## config.mk

```make
export PLATFORM = sky130hd
export DESIGN_NAME = nibble_search_engine_flat
export DESIGN_NICKNAME = d
export VERILOG_FILES = /design/src/rtl/nibble_search_pkg.sv /design/src/rtl/nibble_search_engine_if.sv /design/src/rtl/nibble_search_engine.sv /design/src/flat_wrapper.sv
export SDC_FILE = /design/constraint.sdc
export NUM_CORES = 1
export LEC_CHECK = 0
export CORE_ASPECT_RATIO = 0.8
export CORE_MARGIN = 8
export CORE_UTILIZATION = 35
export CTS_CLUSTER_DIAMETER = 100
export DETAILED_ROUTE_END_ITERATION = 10
export GPL_TIMING_DRIVEN = 1
export HOLD_SLACK_MARGIN = 0.1
export SYNTH_ARGS = -nofsm -noshare
export SYNTH_HDL_FRONTEND = slang
export SYNTH_SLANG_ARGS = --single-unit
```

## constraint.sdc

```tcl
create_clock -name clk -period 2.5 [get_ports clk]
set_input_delay 0.75 -clock clk [delete_from_list [all_inputs] [get_ports clk]]
set_output_delay 0.75 -clock clk [all_outputs]
set_load 0.005 [all_outputs]
```

## src/rtl/nibble_search_pkg.sv

```systemverilog
// Shared types and defaults for the successive-approximation nibble search engine.
package nibble_search_pkg;

    typedef enum logic [1:0] {
        IDLE = 2'd0,
        REQ  = 2'd1,
        GAP  = 2'd2,
        DONE = 2'd3
    } state_t;

    localparam int NIBBLE_W    = 4;
    localparam int TIMEOUT_DEF = 15;

endpackage

```

## src/rtl/nibble_search_engine_if.sv

```systemverilog
// Magnitude-compare handshake between the search engine and the external comparator.
interface nibble_search_engine_if #(
    parameter int WIDTH = 4
);
    logic             cmp_req;
    logic [WIDTH-1:0] cmp_a;
    logic             cmp_ack;
    logic             cmp_gt;

    modport master (
        output cmp_req,
        output cmp_a,
        input  cmp_ack,
        input  cmp_gt
    );

    modport slave (
        input  cmp_req,
        input  cmp_a,
        output cmp_ack,
        output cmp_gt
    );
endinterface

```

## src/rtl/nibble_search_engine.sv

```systemverilog
// Recovers a hidden WIDTH-bit value through a greater-than comparator, MSB first,
// with a per-request ack timeout.
module nibble_search_engine
    import nibble_search_pkg::*;
#(
    parameter int WIDTH   = NIBBLE_W,
    parameter int TIMEOUT = TIMEOUT_DEF
) (
    input  logic                  clk,
    input  logic                  rst,
    input  logic                  start,
    nibble_search_engine_if.master cmp,
    output logic                  busy,
    output logic                  done,
    output logic [WIDTH-1:0]      result,
    output logic                  timeout_err
);

    localparam int IDX_W  = (WIDTH > 1) ? $clog2(WIDTH) : 1;
    localparam int WAIT_W = $clog2(TIMEOUT + 1);
    localparam logic [IDX_W-1:0]  IDX_MAX   = IDX_W'(WIDTH - 1);
    localparam logic [WAIT_W-1:0] WAIT_LAST = WAIT_W'(TIMEOUT - 1);

    state_t             state_r;
    state_t             state_s;
    logic [WIDTH-1:0]   result_r;
    logic [WIDTH-1:0]   result_s;
    logic [IDX_W-1:0]   bit_idx_r;
    logic [IDX_W-1:0]   bit_idx_s;
    logic [WAIT_W-1:0]  wait_r;
    logic [WAIT_W-1:0]  wait_s;
    logic               terr_r;
    logic               terr_s;
    logic               cmp_req_r;
    logic [WIDTH-1:0]   cmp_a_r;
    logic               busy_r;
    logic               done_r;
    logic [WIDTH-1:0]   trial_s;

    // Next-state, trial bookkeeping and timeout decision.
    always_comb begin
        state_s   = state_r;
        result_s  = result_r;
        bit_idx_s = bit_idx_r;
        wait_s    = wait_r;
        terr_s    = terr_r;
        trial_s   = result_r | (WIDTH'(1) << bit_idx_r);
        case (state_r)
            IDLE: begin
                if (start) begin
                    result_s  = '0;
                    terr_s    = 1'b0;
                    bit_idx_s = IDX_MAX;
                    wait_s    = '0;
                    state_s   = REQ;
                end else begin
                    state_s   = IDLE;
                end
            end
            REQ: begin
                // An ack on the final wait cycle still completes the trial.
                if (cmp.cmp_ack) begin
                    if (!cmp.cmp_gt) begin
                        result_s = trial_s;
                    end else begin
                        result_s = result_r;
                    end
                    if (bit_idx_r == IDX_W'(0)) begin
                        state_s = DONE;
                    end else begin
                        bit_idx_s = bit_idx_r - IDX_W'(1);
                        wait_s    = '0;
                        state_s   = GAP;
                    end
                end else if (wait_r == WAIT_LAST) begin
                    terr_s  = 1'b1;
                    state_s = DONE;
                end else begin
                    wait_s  = wait_r + WAIT_W'(1);
                end
            end
            GAP:     state_s = REQ;
            DONE:    state_s = IDLE;
            default: state_s = IDLE;
        endcase
    end

    // State and registered outputs, decoded from the upcoming state.
    always_ff @(posedge clk) begin
        if (rst) begin
            state_r   <= IDLE;
            result_r  <= '0;
            bit_idx_r <= IDX_MAX;
            wait_r    <= '0;
            terr_r    <= 1'b0;
            cmp_req_r <= 1'b0;
            cmp_a_r   <= '0;
            busy_r    <= 1'b0;
            done_r    <= 1'b0;
        end else begin
            state_r   <= state_s;
            result_r  <= result_s;
            bit_idx_r <= bit_idx_s;
            wait_r    <= wait_s;
            terr_r    <= terr_s;
            cmp_req_r <= (state_s == REQ);
            busy_r    <= (state_s == REQ) || (state_s == GAP);
            done_r    <= (state_s == DONE);
            if (state_s == REQ) begin
                cmp_a_r <= result_s | (WIDTH'(1) << bit_idx_s);
            end else begin
                cmp_a_r <= cmp_a_r;
            end
        end
    end

    assign cmp.cmp_req = cmp_req_r;
    assign cmp.cmp_a   = cmp_a_r;
    assign busy        = busy_r;
    assign done        = done_r;
    assign result      = result_r;
    assign timeout_err = terr_r;

endmodule

```

## src/flat_wrapper.sv

```systemverilog
// flat-port wrapper written by rule: the top's interface ports become plain ports
module nibble_search_engine_flat import nibble_search_pkg::*;
#(
    parameter int WIDTH   = NIBBLE_W,
    parameter int TIMEOUT = TIMEOUT_DEF
)
  (clk, rst, start, busy, done, result, timeout_err, cmp_cmp_req, cmp_cmp_a, cmp_cmp_ack, cmp_cmp_gt);
  nibble_search_engine_if #(.WIDTH(WIDTH)) cmp_i ();
  input  logic clk;
  input  logic rst;
  input  logic start;
  output logic busy;
  output logic done;
  output logic [WIDTH-1:0] result;
  output logic timeout_err;
  output wire logic [$bits(cmp_i.cmp_req)-1:0] cmp_cmp_req;
  output wire logic [$bits(cmp_i.cmp_a)-1:0] cmp_cmp_a;
  input wire logic [$bits(cmp_i.cmp_ack)-1:0] cmp_cmp_ack;
  input wire logic [$bits(cmp_i.cmp_gt)-1:0] cmp_cmp_gt;
  assign cmp_cmp_req = cmp_i.cmp_req;
  assign cmp_cmp_a = cmp_i.cmp_a;
  assign cmp_i.cmp_ack = cmp_cmp_ack;
  assign cmp_i.cmp_gt = cmp_cmp_gt;
  nibble_search_engine #(.WIDTH(WIDTH), .TIMEOUT(TIMEOUT)) u_core (.clk(clk), .rst(rst), .start(start), .cmp(cmp_i), .busy(busy), .done(done), .result(result), .timeout_err(timeout_err));
endmodule
```

**Word level (Yosys, flattened, before mapping)**

Index checks and enable logic that the tools add are counted.

- Bits in registers: 20
- RAM bits: 0
- Bits in read-only memories: 0
- Memories kept: 0
- Input port bits: 5
- Output and inout bits: 12
- Logic and storage cells: 55
- Bits in latches: 0

- Shift operators: 2
- $mul: 0
- Eq/ne operators: 12
- Mux-type cells: 22
- Bitwise gates (word level): 2
- Reduce and logical (&&, ||, !) cells: 6
- Magnitude comparators: 0
- $add $sub $neg: 2
- Divide/modulo/power cells: 0

Operators by type and width:

| kind | number |
|---|---|
| $mux W4 | 7 |
| $pmux W4 S2 | 2 |
| $mux W2 | 5 |
| $eq A2 B2 Y1 const B | 4 |
| $or A4 B4 Y4 | 2 |
| $pmux W2 S4 | 1 |
| $reduce_and A4 Y1 | 2 |
| $shl A1 B2 Y4 const A | 2 |
| $ne A3 B3 Y1 const B | 2 |
| $mux W1 | 5 |
| $add A4 B1 Y4 const B | 1 |
| $eq A2 B1 Y1 const B | 2 |
| $eq A4 B4 Y1 const B | 1 |
| $logic_not A2 Y1 | 2 |
| $ne A2 B2 Y1 const B | 2 |
| $pmux W2 S2 | 1 |
| $ne A2 B1 Y1 const B | 1 |
| $pmux W1 S2 | 1 |
| $reduce_bool A2 Y1 | 1 |
| $sub A2 B1 Y2 const B | 1 |
| $logic_or A1 B1 Y1 | 1 |

**Depth between registers and ports, before layout**

Gate-level depths: netlist of the first run.

- Depth after elaboration: 6
- Gate-level depth with buffers: 8
- Depth with buffers taken out: 7

**Worst setup path before layout of the first run**

Ideal clock, no wire load.

- Path type: input port to flip-flop
- Start: input cmp_cmp_ack
- End: register u_core.cmp_a_r[1], in the netlist u_core.cmp.cmp_a[1]
- Required time: 2.369 ns
- Path slack: 0.496 ns
- Setup time: 0.131 ns
- Cell stages on the path: 6
- Data arrival time: 1.873 ns
- Path buffers: 2
- Path through: buf_6 o21ai_0 ha_1 clkbuf_1 a21boi_0 a311oi_1

- Cells in the longest elaborated chain, start to end: 4
- Elaborated cells between the ends (all ways): 9
- Classes of those cells: 1 x eq/ne; 1 x shift; 6 x mux; 1 x bitwise

RTL lines:

| element | line | text |
|---|---|---|
| start: declaration | flat_wrapper.sv:18 | `input wire logic [$bits(cmp_i.cmp_ack)-1:0] cmp_cmp_ack;` |
| $mux W2 | nibble_search_engine.sv:62 | `if (cmp.cmp_ack) begin` |
| $pmux W2 S2 | nibble_search_engine.sv:48 | `case (state_r)` |
| $shl A1 B2 Y4 | nibble_search_engine.sv:110 | `cmp_a_r <= result_s \| (WIDTH'(1) << bit_idx_s);` |
| $or A4 B4 Y4 | nibble_search_engine.sv:110 |  |
| end signal: assignment | nibble_search_engine.sv:110 |  |
| end signal: assignment | nibble_search_engine.sv:112 | `cmp_a_r <= cmp_a_r;` |
| end: declaration | nibble_search_engine.sv:35 | `logic [WIDTH-1:0] cmp_a_r;` |

Parallel ways exist; a longest one is shown, timed or not.
A chain may end at the register's enable or synchronous reset.

**Worst setup path in the final report of the first run**

- Start: input start
- End: register u_core.cmp_a_r[1], in the netlist u_core.cmp.cmp_a[1]

- Cells in the longest elaborated chain, start to end: 4
- Elaborated cells between the ends (all ways): 9
- Classes of those cells: 1 x eq/ne; 1 x shift; 6 x mux; 1 x bitwise

RTL lines:

| element | line | text |
|---|---|---|
| start: declaration | flat_wrapper.sv:11 | `input logic start;` |
| $mux W2 | nibble_search_engine.sv:50 | `if (start) begin` |
| $pmux W2 S2 | nibble_search_engine.sv:48 |  |
| $shl A1 B2 Y4 | nibble_search_engine.sv:110 |  |
| $or A4 B4 Y4 | nibble_search_engine.sv:110 |  |

Parallel ways exist; a longest one is shown, timed or not.

==> impl_metrics.json, run 1 <==
{
  "fin_skew_ps": 2.39,
  "syn_inst": 113,
  "area_growth_pct": 24.3,
  "arrival_ps": 2310,
  "critical_path.endpoint_type": "flop",
  "drt_iter0_markers": 34,
  "critPathMaxFanout": 8,
  "worst_slew_pin_slew_ps": 454,
  "fin_crit_sh_pct": 84.8,
  "ios": 17,
  "synthFlopType": "dfxtp_1",
  "drc_errors": 0,
  "hold_start": "u_core.cmp.cmp_a[1]",
  "grt_max_degree": 16,
  "finalPower_mw": 0.636,
  "finalHoldViolCount": 0,
  "die_w_um": 75,
  "synth_edf_count": 0,
  "cts_made_buffers": 3,
  "rsz0062_at_grt": "no",
  "insertion_delay_ps": 310,
  "port_buffers": 16,
  "slew_viol_final": 0,
  "max_slew_margin_pct": 69.7,
  "synth_nets": 123,
  "clock_path_buffers": 2,
  "avgSynthCellArea_um2": 8.63,
  "crit_slowest_cell": "clkdlybuf4s50_1",
  "grt_pass1_wl_um": 3640,
  "fin_crit_ps": 2120,
  "ctsHoldBuffers": 0,
  "grt_util_all_layers_pct": 9.81,
  "drive_above_1_share_pct": 8.46,
  "async_flop_share_pct": 0,
  "vias": 879,
  "finalSetupViolCount": 0,
  "nNetsFinal": 141,
  "grt_overflow": 0,
  "critical_path_required_ps": 2690,
  "critPathBufInv": 1,
  "synth_warnings": 0,
  "root_buffer": "clkbuf_4",
  "grt_pass1_vias": 784,
  "ys_seq_elements": 20,
  "cts_tree": "built",
  "path_class": "primary input to flop",
  "hold_class": "flop to flop",
  "ctsResizeCount": 0,
  "cp_cell_sequence": "clkdlybuf4s50_1 -> nor2_1 -> o21ai_0 -> ha_1 -> a21boi_0 -> a311oi_1",
  "p_per_area_mw_per_mm2": 525,
  "die_h_um": 63.2,
  "placed_area_mm2": 0.00117,
  "cpLargestDelayFamily": "compound AO/OA/AOI/OAI gates",
  "ant_nets": 0,
  "yosysSeqAreaShare_pct": 41.1,
  "h-tree-depth": 1,
  "vias_per_cell": 5.23,
  "timing.fmax_ghz": 0.472,
  "gp_congestion": 0.911,
  "outcome": "complete, no violations",
  "rows": 17,
  "start_util_pct": 36.1,
  "crit_start": "start",
  "antenna_found_initial": 0,
  "cts.clk_slew.worst_paths_ps": 110,
  "ys_types": 34,
  "clock_sinks": 20,
  "core_area_mm2": 0.00270,
  "reg2reg_from": "u_core.wait_r[0]",
  "cpPeakStageDelay_ps": 530,
  "die-area_mm2": 0.00474,
  "routedWlPerCell_um": 13.5,
  "totalWireLength_um": 2260,
  "synth_area_um2": 975,
  "cts_post_setup_buffers_inserted": 0,
  "fin_cells": 168,
  "setup_tns_ps": 0,
  "cellLeakagePower_nw": 0.459,
  "antenna_cells": 0,
  "placed_cells": 164,
  "vdd_ir_drop_max_v": 0.000265,
  "post-dp-hpwl_um": 1700,
  "dr.pass1.iters": 4,
  "final_cell_area_mm2": 0.00121,
  "start_kind": "primary input",
  "cap_viol_max_count": 0
}
==> state kept, by name, summed over array words and instances, names as in the netlist <==
signal              count
u_core.cmp.cmp_a        4
u_core.result           4
u_core.wait_r           4
u_core.bit_idx_r        2
u_core.state_r          2
u_core.busy             1
u_core.cmp.cmp_req      1
u_core.done             1
u_core.timeout_err      1
==> worst reg2reg max path, cell delays in order (launching register included) <==
cell      delay (ps)
dfxtp_1          420
inv_1             80
ha_1             220
and3_1           200
o21ai_0          240
ha_1             380
a21boi_0         240
a311oi_1         110
==> worst paths after layout <==
kind / end / slack, ps / cells past startpoint
worst max-delay path: u_core.cmp.cmp_a[1] / 380 / 6
worst min-delay path: u_core.cmp.cmp_a[1] / 490 / 2
worst max register to register: u_core.cmp.cmp_a[1] / 500 / 7
worst min register to register: u_core.cmp.cmp_a[1] / 490 / 2
==> cell usage after synthesis (2+ instances only) <==
library cell / n / area (um2)
a21oi_1: 6 / 30.0
inv_1: 4 / 15.0
nor2b_1: 7 / 43.8
o21ai_0: 8 / 40.0
o2111ai_1: 2 / 17.5
a41oi_1: 2 / 17.5
nand3_1: 5 / 25.0
nor3_1: 3 / 15.0
nand2_1: 3 / 11.3
a22oi_1: 3 / 22.5
clkbuf_1: 3 / 11.3
ha_1: 5 / 62.6
buf_2: 3 / 15.0
nor2_1: 17 / 63.8
o211ai_1: 2 / 15.0
a311oi_1: 3 / 26.3
dfxtp_1: 20 / 400
==> cell type report <==
class / instances / area (um2)
Multi-Input combinational cell: 82 / 522
Inverter: 4 / 15.0
Timing Repair Buffer: 20 / 190
Sequential cell: 20 / 400
Clock buffer: 4 / 36.3
Fill cell: 285 / 1490
Tap cell: 38 / 47.5
==> report_power, final <==
part / switching [mW] / internal, mW / total, mW
Clock: 0.0993 / 0.0890 / 0.188
Combinational: 0.0456 / 0.0546 / 0.100
Sequential: 0.0142 / 0.333 / 0.347
==> through the flow <==
| stage | setup WS, ps | utilization, % | hold slack [ps] |
|---|---|---|---|
| after floorplan | 496 | - | 470 |
| after global placement | 169 | 43.5 | 467 |
| after detailed placement | 82.0 | 43.5 | 477 |
| after CTS | 415 | 44.8 | 493 |
| after global routing | 291 | 44.8 | 516 |
| final | 380 | 44.8 | 495 |
==> logic make-up after synthesis <==
| kind of cell | count (synthesis) | share of synthesized area (%) |
|---|---|---|
| AOI/OAI and AO/OA | 32 | 22.6 |
| and+or+nand+nor | 45 | 24.5 |
| DFF | 20 | 41.1 |
| adders and majority gates | 5 | 6.42 |
| buffers and inverters | 11 | 5.39 |
==> layer usage <==
metal | global-route usage (%) | vias to the layer above | share of wire (%)
li1 | - | 443 | -
met1 | 13.7 | 403 | 50
met2 | 12.5 | 31 | 39
met3 | 3.79 | 2 | 9.9
met4 | 4.39 | 0 | 0.57
met5 | 0 | - | 0
==> cells in the final DEF, fill, tap and decap left out, types with 2 or more instances in the layout <==
cell type,n
o211ai_1,2
o2111ai_1,2
inv_1,4
clkbuf_4,3
a41oi_1,2
a21oi_1,6
a311oi_1,3
nor2_1,17
nand3_1,5
nor2b_1,7
nand2_1,3
clkdlybuf4s50_1,16
dfxtp_1,20
ha_1,5
buf_4,4
o21ai_0,8
a22oi_1,3
nor3_1,3
Note: power is estimated with default switching activity, not from simulation.
==> run 2: changes to the inputs <==
==> constraint.sdc (replaced) <==
create_clock -name clk -period 1.8 [get_ports clk]
set_input_delay 0.54 -clock clk [delete_from_list [all_inputs] [get_ports clk]]
set_output_delay 0.54 -clock clk [all_outputs]
set_load 0.005 [all_outputs]
==> run 2 against run 1 <==
Net effect:
- combinational power increased by 82%
- final cell count increased by 7.7%
- critical path depth decreased by 2
- clock-buffer cell count unchanged
- global-route usage increased by 0.74 points
- core utilization increased by 4.7 points
- via count increased by 1.6%
- first-iteration DRC count increased by 82%
- sequential share of layout area decreased by 3.1 points
- die area unchanged
- critical path type unchanged
- critical endpoint is now u_core.cmp.cmp_a[2]
- highest routed layer unchanged
==> impl_metrics.json, run 2 (same netlist as run 1, synthesis figures left out) <==
{
  "vdd_ir_drop_max_v": 0.000348,
  "grt_util_all_layers_pct": 10.6,
  "drc_errors": 0,
  "clock_sinks": 20,
  "final_cell_area_mm2": 0.00134,
  "start_kind": "primary input",
  "combPwrFrac_pct": 19.6,
  "critical_path.endpoint_type": "flop",
  "final_util_pct": 49.5,
  "intPower_mw": 0.689,
  "fin_skew_ps": 5.05,
  "die-area_mm2": 0.00474,
  "layout_common_cells": "dfxtp_1, buf_4, nor2_1, clkdlybuf4s50_1, nor2b_1",
  "start_util_pct": 36.1,
  "drt_iter0_markers": 62,
  "die_w_um": 75,
  "max_slew_margin_pct": 77.1,
  "finalPower_mw": 0.928,
  "vias_per_cell": 4.93,
  "route.met3.wl_um": 188,
  "ctsHoldBuffers": 0,
  "cap_viol_max_count": 0,
  "layout_commonest_cell": "dfxtp_1",
  "setup_tns_ps": 0,
  "path_class": "primary input to flop",
  "fin_crit_sh_pct": 96.4,
  "grt_pass1_wl_um": 3860,
  "grt_max_degree": 14,
  "routedWlPerCell_um": 13.0,
  "outcome": "complete, no violations",
  "rows": 17,
  "slew_viol_final": 0,
  "p_sw_share_pct": 25.7,
  "vias": 893,
  "antenna_found_initial": 0,
  "die_h_um": 63.2,
  "critical_path_required_ps": 2000,
  "grt_pass1_vias": 826,
  "dr.pass1.iters": 4,
  "gp_congestion": 0.893,
  "root_buffer": "clkbuf_4",
  "fillCellCount": 273,
  "p_per_area_mw_per_mm2": 693,
  "cts_tree": "built",
  "wl_met1_um": 1220,
  "drive_above_1_share_pct": 20.3,
  "nNetsFinal": 154,
  "cellLeakagePower_nw": 0.525,
  "register_area_um2": 400,
  "pwr-share-clk_pct": 29.2,
  "finalSetupViolCount": 0,
  "antenna_cells": 0,
  "cts_made_buffers": 3,
  "post-dp-hpwl_um": 1800,
  "fin_hold_ws_ps": 483,
  "critPathMaxFanout": 5,
  "wl_met2_um": 903,
  "clock_path_buffers": 2,
  "power_frac_seq_pct": 51.2,
  "insertion_delay_ps": 310,
  "dr.max_layer_used": "met4",
  "grt_overflow": 0,
  "multi_input_area_um2": 551,
  "area_growth_pct": 37.2,
  "ant_nets": 0,
  "p_sw_mw": 0.238,
  "port_buffers": 16,
  "cts.clk_slew.worst_paths_ps": 120,
  "timing.fmax_ghz": 0.576,
  "worst_slew_pin_slew_ps": 343,
  "arrival_ps": 1930,
  "h-tree-depth": 1,
  "core_area_mm2": 0.00270,
  "ios": 17,
  "hold_class": "flop to flop",
  "placed_area_mm2": 0.00127,
  "fin_crit_ps": 1730,
  "rsz0062_at_grt": "no",
  "totalWireLength_um": 2350,
  "finalHoldViolCount": 0
}
[run 2: layout make-up]
type	count	area share (%)
multi-input combinational	82	41.2
sequential	20	29.9
timing repair buffer	33	21.5
tap	38	3.55
clock buffer	4	2.71
inverter	4	1.12
[run 2: path summary, 6_finish.rpt]
path / startpoint / to / slack (ps) / cells past startpoint
min: u_core.cmp.cmp_a[2] / u_core.cmp.cmp_a[2] / 480 / 2
max reg2reg: u_core.wait_r[0] / u_core.cmp.cmp_a[1] / 210 / 7
min reg2reg: u_core.cmp.cmp_a[2] / u_core.cmp.cmp_a[2] / 480 / 2
max: start / u_core.cmp.cmp_a[2] / 70 / 4
[run 2: metrics by stage]
step | setup WS [ps] | std cells
after detailed placement | -367 | 177
final | 65.2 | 181
after floorplan | 48.9 | 113
after global routing | 6.54 | 181
after CTS | 30.2 | 181
after global placement | -316 | 177
[run 2: timing repair]
action / 4_1_cts / 5_1_grt
pin swaps: 0 / 1
endpoints found under the hold margin: 0 / 0
resized for setup: 1 / 6
endpoints found under the setup margin: 1 / 5
buffers inserted: 0 / 0
[run 2: worst max-delay path, cell delays in order]
cell and delay (ps):
clkdlybuf4s50_1 490, or3b_4 420, a22oi_1 340, a311oi_1 140
[run 2: power groups by stage]
stage	registers (mW)	clock network, mW	logic (mW)
2_1_floorplan	0.485	0	0.0838
6_report	0.475	0.271	0.182
3_5_place_dp	0.485	0	0.171
5_1_grt	0.479	0.295	0.202
3_3_place_gp	0.485	0	0.170
4_1_cts	0.475	0.285	0.173
[run 2: layer usage]
layer  global-route usage [%]  vias to the layer above
met2                     14.0                       27
met5                        0                        -
li1                         -                      467
met1                     14.5                      395
met3                     3.95                        4
met4                     4.39                        0
